## src/rtl/rb.sv

```systemverilog
`default_nettype none
// ============================================================================
// Module      : rb
// Description : Read-back block. On start, reads four consecutive RAM words
//               at a fixed read latency and presents their low 18 bits in
//               parallel on LD1..LD4 with a one-cycle valid pulse.
// Revision    : 1.0 - initial release
// ============================================================================
module rb #(
  parameter int RD_LAT = 1
) (
  input  logic        clk,
  input  logic        rst,
  input  logic        start,
  input  logic [7:0]  base_addr,
  output logic        ram_en,
  output logic [7:0]  address,
  input  logic [31:0] dataRAM,
  output logic [17:0] LD1,
  output logic [17:0] LD2,
  output logic [17:0] LD3,
  output logic [17:0] LD4,
  output logic        valid,
  output logic        busy
);

  localparam logic [1:0] S_IDLE  = 2'd0;
  localparam logic [1:0] S_ISSUE = 2'd1;
  localparam logic [1:0] S_DRAIN = 2'd2;
  localparam logic [1:0] S_DONE  = 2'd3;

  logic [1:0]        state_q, state_d;
  logic [7:0]        base_q, base_d;
  logic [1:0]        iss_cnt_q, iss_cnt_d;
  logic [1:0]        ret_cnt_q, ret_cnt_d;
  logic [RD_LAT-1:0] flag_q, flag_d;
  logic [3:0][17:0]  slot_q, slot_d;
  logic [17:0]       ld1_q, ld1_d, ld2_q, ld2_d, ld3_q, ld3_d, ld4_q, ld4_d;
  logic              ram_en_q, ram_en_d;
  logic [7:0]        address_q, address_d;
  logic              valid_q, valid_d;
  logic              busy_q, busy_d;
  logic              capture;
  logic              unused_hi;

  // Upper data bits are deliberately dropped.
  assign unused_hi = ^dataRAM[31:18];

  // Next-state, return capture and registered-output computation.
  always_comb begin
    state_d   = state_q;
    base_d    = base_q;
    iss_cnt_d = iss_cnt_q;
    ret_cnt_d = ret_cnt_q;
    slot_d    = slot_q;
    ld1_d     = ld1_q;
    ld2_d     = ld2_q;
    ld3_d     = ld3_q;
    ld4_d     = ld4_q;

    // The flag pipeline follows ram_en so its last stage is high exactly
    // in the cycles where dataRAM carries a requested word.
    flag_d[0] = ram_en_q;
    for (int i = 1; i < RD_LAT; i++) begin
      flag_d[i] = flag_q[i-1];
    end
    capture = flag_q[RD_LAT-1];

    if (capture) begin
      slot_d[ret_cnt_q] = dataRAM[17:0];
      ret_cnt_d         = ret_cnt_q + 2'd1;
    end

    case (state_q)
      S_IDLE: begin
        if (start) begin
          state_d   = S_ISSUE;
          base_d    = base_addr;
          iss_cnt_d = 2'd0;
        end
      end
      S_ISSUE: begin
        iss_cnt_d = iss_cnt_q + 2'd1;
        if (iss_cnt_q == 2'd3) begin
          state_d = S_DRAIN;
        end
      end
      S_DRAIN: begin
        // The last word is taken straight from the bus so the lanes are
        // visible in the DONE cycle itself.
        if (capture && (ret_cnt_q == 2'd3)) begin
          state_d = S_DONE;
          ld1_d   = slot_q[0];
          ld2_d   = slot_q[1];
          ld3_d   = slot_q[2];
          ld4_d   = dataRAM[17:0];
        end
      end
      default: begin
        state_d = S_IDLE;
      end
    endcase

    ram_en_d  = (state_d == S_ISSUE);
    address_d = ram_en_d ? (base_d + {6'd0, iss_cnt_d}) : 8'd0;
    valid_d   = (state_d == S_DONE);
    busy_d    = (state_d != S_IDLE);
  end

  // State and output registers with synchronous reset.
  always_ff @(posedge clk) begin
    if (rst) begin
      state_q   <= S_IDLE;
      base_q    <= 8'd0;
      iss_cnt_q <= 2'd0;
      ret_cnt_q <= 2'd0;
      flag_q    <= '0;
      slot_q    <= '0;
      ld1_q     <= 18'd0;
      ld2_q     <= 18'd0;
      ld3_q     <= 18'd0;
      ld4_q     <= 18'd0;
      ram_en_q  <= 1'b0;
      address_q <= 8'd0;
      valid_q   <= 1'b0;
      busy_q    <= 1'b0;
    end else begin
      state_q   <= state_d;
      base_q    <= base_d;
      iss_cnt_q <= iss_cnt_d;
      ret_cnt_q <= ret_cnt_d;
      flag_q    <= flag_d;
      slot_q    <= slot_d;
      ld1_q     <= ld1_d;
      ld2_q     <= ld2_d;
      ld3_q     <= ld3_d;
      ld4_q     <= ld4_d;
      ram_en_q  <= ram_en_d;
      address_q <= address_d;
      valid_q   <= valid_d;
      busy_q    <= busy_d;
    end
  end

  assign ram_en  = ram_en_q;
  assign address = address_q;
  assign LD1     = ld1_q;
  assign LD2     = ld2_q;
  assign LD3     = ld3_q;
  assign LD4     = ld4_q;
  assign valid   = valid_q;
  assign busy    = busy_q;

endmodule
`default_nettype wire

```

## config.mk

```make
export PLATFORM = sky130hd
export DESIGN_NAME = rb
export DESIGN_NICKNAME = d
export VERILOG_FILES = /design/src/rtl/rb.sv
export SDC_FILE = /design/constraint.sdc
export NUM_CORES = 1
export LEC_CHECK = 0
export BUFFER_PORTS_ARGS = -buffer_cell sky130_fd_sc_hd__buf_2
export CELL_PAD_IN_SITES_DETAIL_PLACEMENT = 0
export CELL_PAD_IN_SITES_GLOBAL_PLACEMENT = 1
export CORE_AREA = 3 3 108 136
export CTS_BUF_LIST = sky130_fd_sc_hd__clkbuf_8
export DETAILED_ROUTE_END_ITERATION = 16
export DIE_AREA = 0 0 111 139
export PLACE_DENSITY_LB_ADDON = 0.1
export SLEW_MARGIN = 20
export SYNTH_ARGS = -nofsm -noshare
export SYNTH_HDL_FRONTEND = slang
export SYNTH_SLANG_ARGS = --single-unit
```

## constraint.sdc

```tcl
create_clock -name clk -period 3.2 [get_ports clk]
set_clock_uncertainty 0.1 [all_clocks]
set_input_delay 0 -clock clk [delete_from_list [all_inputs] [get_ports clk]]
set_output_delay 0 -clock clk [all_outputs]
set_load 0.1 [all_outputs]
```

---- After elaboration in Yosys (flattened, before gate mapping) ----
Cells that the tools add are included.
cells by class
  reduce and logical (&&, ||, !) cells .... 6
  div/mod/pow operators ................... 0
  equality and inequality tests ........... 6
  order comparisons ....................... 2
  shifts and indexed selects .............. 0
  multiply operators ...................... 0
  add/sub/neg operators ................... 3
  mux-type cells .......................... 11
  bitwise operators ....................... 1
operators by type and width
  cell                                                                                  number
  72-bit bitwise mux                                                                    1
  18-bit demux with 2-bit select                                                        1
  18-bit 2-to-1 mux                                                                     1
  8-bit 2-to-1 mux                                                                      2
  8-bit by 2-bit adder with 8-bit output                                                1
  2-bit == test (second input constant)                                                 4
  2-bit 2-to-1 mux                                                                      4
  2-bit case mux with 3 select lines                                                    1
  2-bit by 1-bit adder with 2-bit output (second input constant)                        2
  2-bit by 1-bit == test with 1-bit output (second input constant)                      2
  2-bit case mux with 2 select lines                                                    1
  2-bit by 3-bit < comparator with 1-bit output (second input constant)                 1
  2-bit by 1-bit greater-or-equal comparator with 1-bit output (second input constant)  1
  1-bit logical AND                                                                     2
  2-bit logical NOT                                                                     1
  2-bit AND reduction                                                                   1
  2-bit nonzero test                                                                    1
  2-bit OR reduction                                                                    1
  1-bit NOT                                                                             1
word-level totals
  input port bits ......................... 43
  bits in latches ......................... 0
  memories kept ........................... 0
  register bits after elaboration ......... 170
  word-level logic and storage cells ...... 46
  memory bits (read-only) ................. 0
  memory bits (writable) .................. 0
  output and inout bits ................... 83

---- Depth between registers and ports, before layout ----
  depth in word-level cells ............... 7
  depth in mapped cells ................... 9
  gate-level depth less buffers ........... 8

---- Least setup slack after synthesis ----
OpenSTA, ideal clock, no wires.
  kind .................................... reg2reg
  start ................................... register state_q[1]
  end ..................................... register address_q[7] (netlist: address[7])
  required time ........................... 3.030 ns
  clock period less this slack ............ 2.382 ns
  cell stages (with the launch flop) ...... 10
  library setup time ...................... 0.070 ns
  arrival time ............................ 2.212 ns
  path buffers ............................ 1
  slack ................................... 0.818 ns
  path through ............................ dfxtp_1 > nor3b_2 > buf_6 > mux2i_1 > inv_1 > ha_1 > a21oi_1 > nor4_1 > or3_1 > a21oi_1
between the ends
  elaborated cells on any way between the ends .. 13
  classes of those cells .................. add/sub (1); eq/ne (3); mux (6); bitwise (1); reduce/logical (2)
RTL lines
  item                                    RTL line  text
  start, declared                         32        logic [1:0] state_q, state_d;
  start signal, assigned                  128       state_q <= state_d;
  2-bit logical NOT                       74        case (state_q)
  8-bit 2-to-1 mux                        74
  named net base_d[1]                     33        logic [7:0] base_q, base_d;
  8-bit by 2-bit adder with 8-bit output  105       address_d = ram_en_d ? (base_d + {6'd0, iss_cnt_d}) : 8'd0;
  end signal, assigned                    139       address_q <= address_d;
  end, declared                           40        logic [7:0] address_q, address_d;
The timed path passes the listed nets, and every way through them passes these cells.
A chain may end at the register's enable or synchronous reset.

---- Final worst setup path ----
Same ends and word-level chain as after synthesis.

==> results_dict.tcl <==
set metrics [dict create \
    status "finished, final reports clean" \
    yosysMostFrequentCell "nand2_1" \
    gp_congestion 0.802 \
    rr_worst_depth 8 \
    syn-mean-instance-area_sq_um 8.20 \
    final_util_pct 49.8 \
    io_buffers 111 \
    h-tree-depth 4 \
    drt_iter0_markers 242 \
    clock-sinks 152 \
    power_density_nw_per_um2 519 \
    area_growth_pct 23.7 \
    crit_fanout 8 \
    die_w_microns 111 \
    grt_pass1_wl_microns 23400 \
    arrival_ps 2930 \
    multi_input_area_sq_um 2230 \
    clock-root-buffer "clkbuf_8" \
    drt-total-wl_microns 14600 \
    drive_gt1_share_pct 19.3 \
    post-place-cells 917 \
    cp_slowest_stage_delay_ps 410 \
    max_freq_mhz 376 \
    relSlewSlack_pct 52.9 \
    antenna_cells 0 \
    num_vias 4724 \
    cts_buffer_depth 2 \
    antenna_found_initial 0 \
    synth_area_leaders "dfxtp_1, nand2_1, a21oi_1, clkbuf_1, ha_1" \
    worstSetupEndpointType "flip-flop" \
    reg2reg_from "state_q[1]$_SDFF_PP0_" \
    ctsHoldBuffers 31 \
    min_path_cells 4 \
    chipHeight_microns 139 \
    period_share_pct 83.0 \
    dp_hpwl_microns 9690 \
    syn_area_sq_um 5490 \
    rsz0062_at_grt "no" \
    hold_path_class "input pin to flip-flop" \
    gr-total-overflow 0 \
    yosysTopAreaCellShare_pct 55.5 \
    yosys.area.top_type "dfxtp_1" \
    critPathKind "flip-flop to flip-flop" \
    max_cap_viol_count 0 \
    final.setup.tns_ps 0 \
    synthArstFlopShare_pct 0 \
    rr_endpoint "address[7]$_SDFF_PP0_" \
    initial_utilization_pct 40.2 \
    ys_seq_elements 152 \
    tightest_slew_ps 707 \
    finalMaxSlewViolations 0 \
    cp_slowest_cell "a21oi_1" \
    n_fill_cell 1382 \
    peakVddDrop_v 0.000245 \
    cts_buffers 17 \
    synth_common_cells "nand2_1, dfxtp_1, a21oi_1" \
    grt_max_degree 63 \
    post_cts_resized 0 \
    leakagePower_nw 2.68 \
    setup_viol 0 \
    seqCellArea_sq_um 3040 \
    ys_seq_area_share_pct 55.5 \
    regToRegSetupSlack_ps 540 \
    synth_warnings 0 \
    hold_start "dataRAM[17]" \
    viasPerCell 4.84 \
    drtPass1Iterations 4 \
    grtUsageTotal_pct 19.1 \
    synth-main-ff-cell "dfxtp_1" \
    drc_errors 0 \
    ant_nets 0 \
    cts_tree "done" \
    worst-endpoint-required_ps 3480 \
    die-area_sq_um 15400 \
    placement_rows 48 \
    ios 126 \
    routedWlPerCell_microns 15.0 \
    clkTransAtPathRegs_ps 80 \
    syn_nets 720 \
    cp_cell_sequence "nor3b_2, mux2i_1, inv_1, ha_1, a21oi_1, nor4_1, or3_1, a21oi_1" \
    synthCells 669 \
    cp_common_cell "a21oi_1" \
    hold_viol_final 0 \
    core-area_sq_um 13600 \
    start_kind "flip-flop" \
    synth-edff-count 0 \
    min_period_ps 2660 \
    ys_types 34 \
    nets 843 \
    grt_pass1_vias 4484 \
    clock_latency_ps 450 \
    worstHoldEndpoint "LD4[17]$_SDFFE_PP0P_" \
    final_cells 977 \
    post_cts_buffers 0 \
]
critical path: cells and delay by family, from the launching register on:
family / cells / cell delay [ps]
AND/OR/NAND/NOR: 3 / 820
AO/OA/AOI/OAI: 2 / 550
flip-flops: 1 / 380
multiplexers: 1 / 370
adder cells (fa/ha/maj): 1 / 290
buffers and inverters: 1 / 80
kinds of logic after synthesis:
| logic type | share of synthesized area, % |
|---|---|
| fa+ha+maj | 1.96 |
| flops | 55.5 |
| xor+xnor | 0.319 |
| buf+inv | 3.85 |
| mux | 2.69 |
| compound gates | 12.9 |
| simple gates | 22.9 |
registers in the layout, summed over array words and instances, names as in the netlist, 8 cells and up:
register	count
address	8
slot_q	54
LD3	18
LD2	18
LD1	18
base_q	8
LD4	18
routing by layer:
metal | track usage [%] | up-vias | part of all wire [%]
met4 | 6.29 | 0 | 1.2
met3 | 4.71 | 17 | 4.3
met1 | 23.9 | 2204 | 44
li1 | - | 2406 | -
met5 | 0 | - | 0
met2 | 32.3 | 97 | 50
report_power, final:
group / internal (mW) / leakage, nW / switching [mW]
clock network: 0.636 / 0.193 / 0.665
logic: 0.0911 / 1.26 / 0.188
registers: 1.92 / 1.23 / 0.0190
cell type report:
| type | instances | share of cell area (%) |
|---|---|---|
| clock buffers | 23 | 4.67 |
| clock inverters | 6 | 0.387 |
| inverters | 6 | 0.332 |
| multi-input cells | 467 | 32.9 |
| flip-flops and latches | 152 | 44.8 |
| well taps | 175 | 3.23 |
| repair buffers | 148 | 13.6 |
stage by stage:
stage,hold WS (ps),power [mW],instance area [sq um],worst slack (ps)
floorplan,36.0,2.16,5490,818
global placement,189,2.23,6130,627
detailed placement,196,2.24,6130,545
CTS,273,3.56,6790,521
global route,284,3.67,6790,282
finish,291,3.52,6790,543
how the worst max path moves through the flow:
stage                                startpoint                     to  slack [ps]  cells after the start
final                     state_q[1]$_SDFF_PP0_  address[7]$_SDFF_PP0_         540                      8
after global routing      state_q[1]$_SDFF_PP0_  address[7]$_SDFF_PP0_         280                      8
after CTS                 state_q[1]$_SDFF_PP0_  address[7]$_SDFF_PP0_         520                      8
after detailed placement  state_q[1]$_SDFF_PP0_  address[7]$_SDFF_PP0_         550                      8
after global placement    state_q[1]$_SDFF_PP0_  address[7]$_SDFF_PP0_         630                      8
after floorplan           state_q[1]$_SDFF_PP0_  address[7]$_SDFF_PP0_         820                      9
cell usage in the layout (no fill, tap or decap):
cell type and n:
a22oi_1 1, nor2b_1 3, or3b_4 1, mux2_4 3, mux2i_1 8, o21ai_0 1, nand4b_1 1, dlygate4sd3_1 31
o21a_1 4, nor2_1 14, nor3_1 5, nand2b_1 3, nor3b_2 1, nand3_1 2, nand4_1 2, and2b_2 1
dfxtp_1 152, or2b_1 1, clkbuf_8 23, buf_12 1, buf_2 110, fa_1 1, and4b_2 1, mux2_2 2
nor3_2 3, or3_1 1, nor4_1 2, buf_4 6, nand2_1 260, and2_1 5, inv_1 9, o21bai_1 1
clkinv_2 3, ha_1 7, xnor2_1 2, a21oi_1 131
No activity file was read; power rests on OpenSTA's default activity.
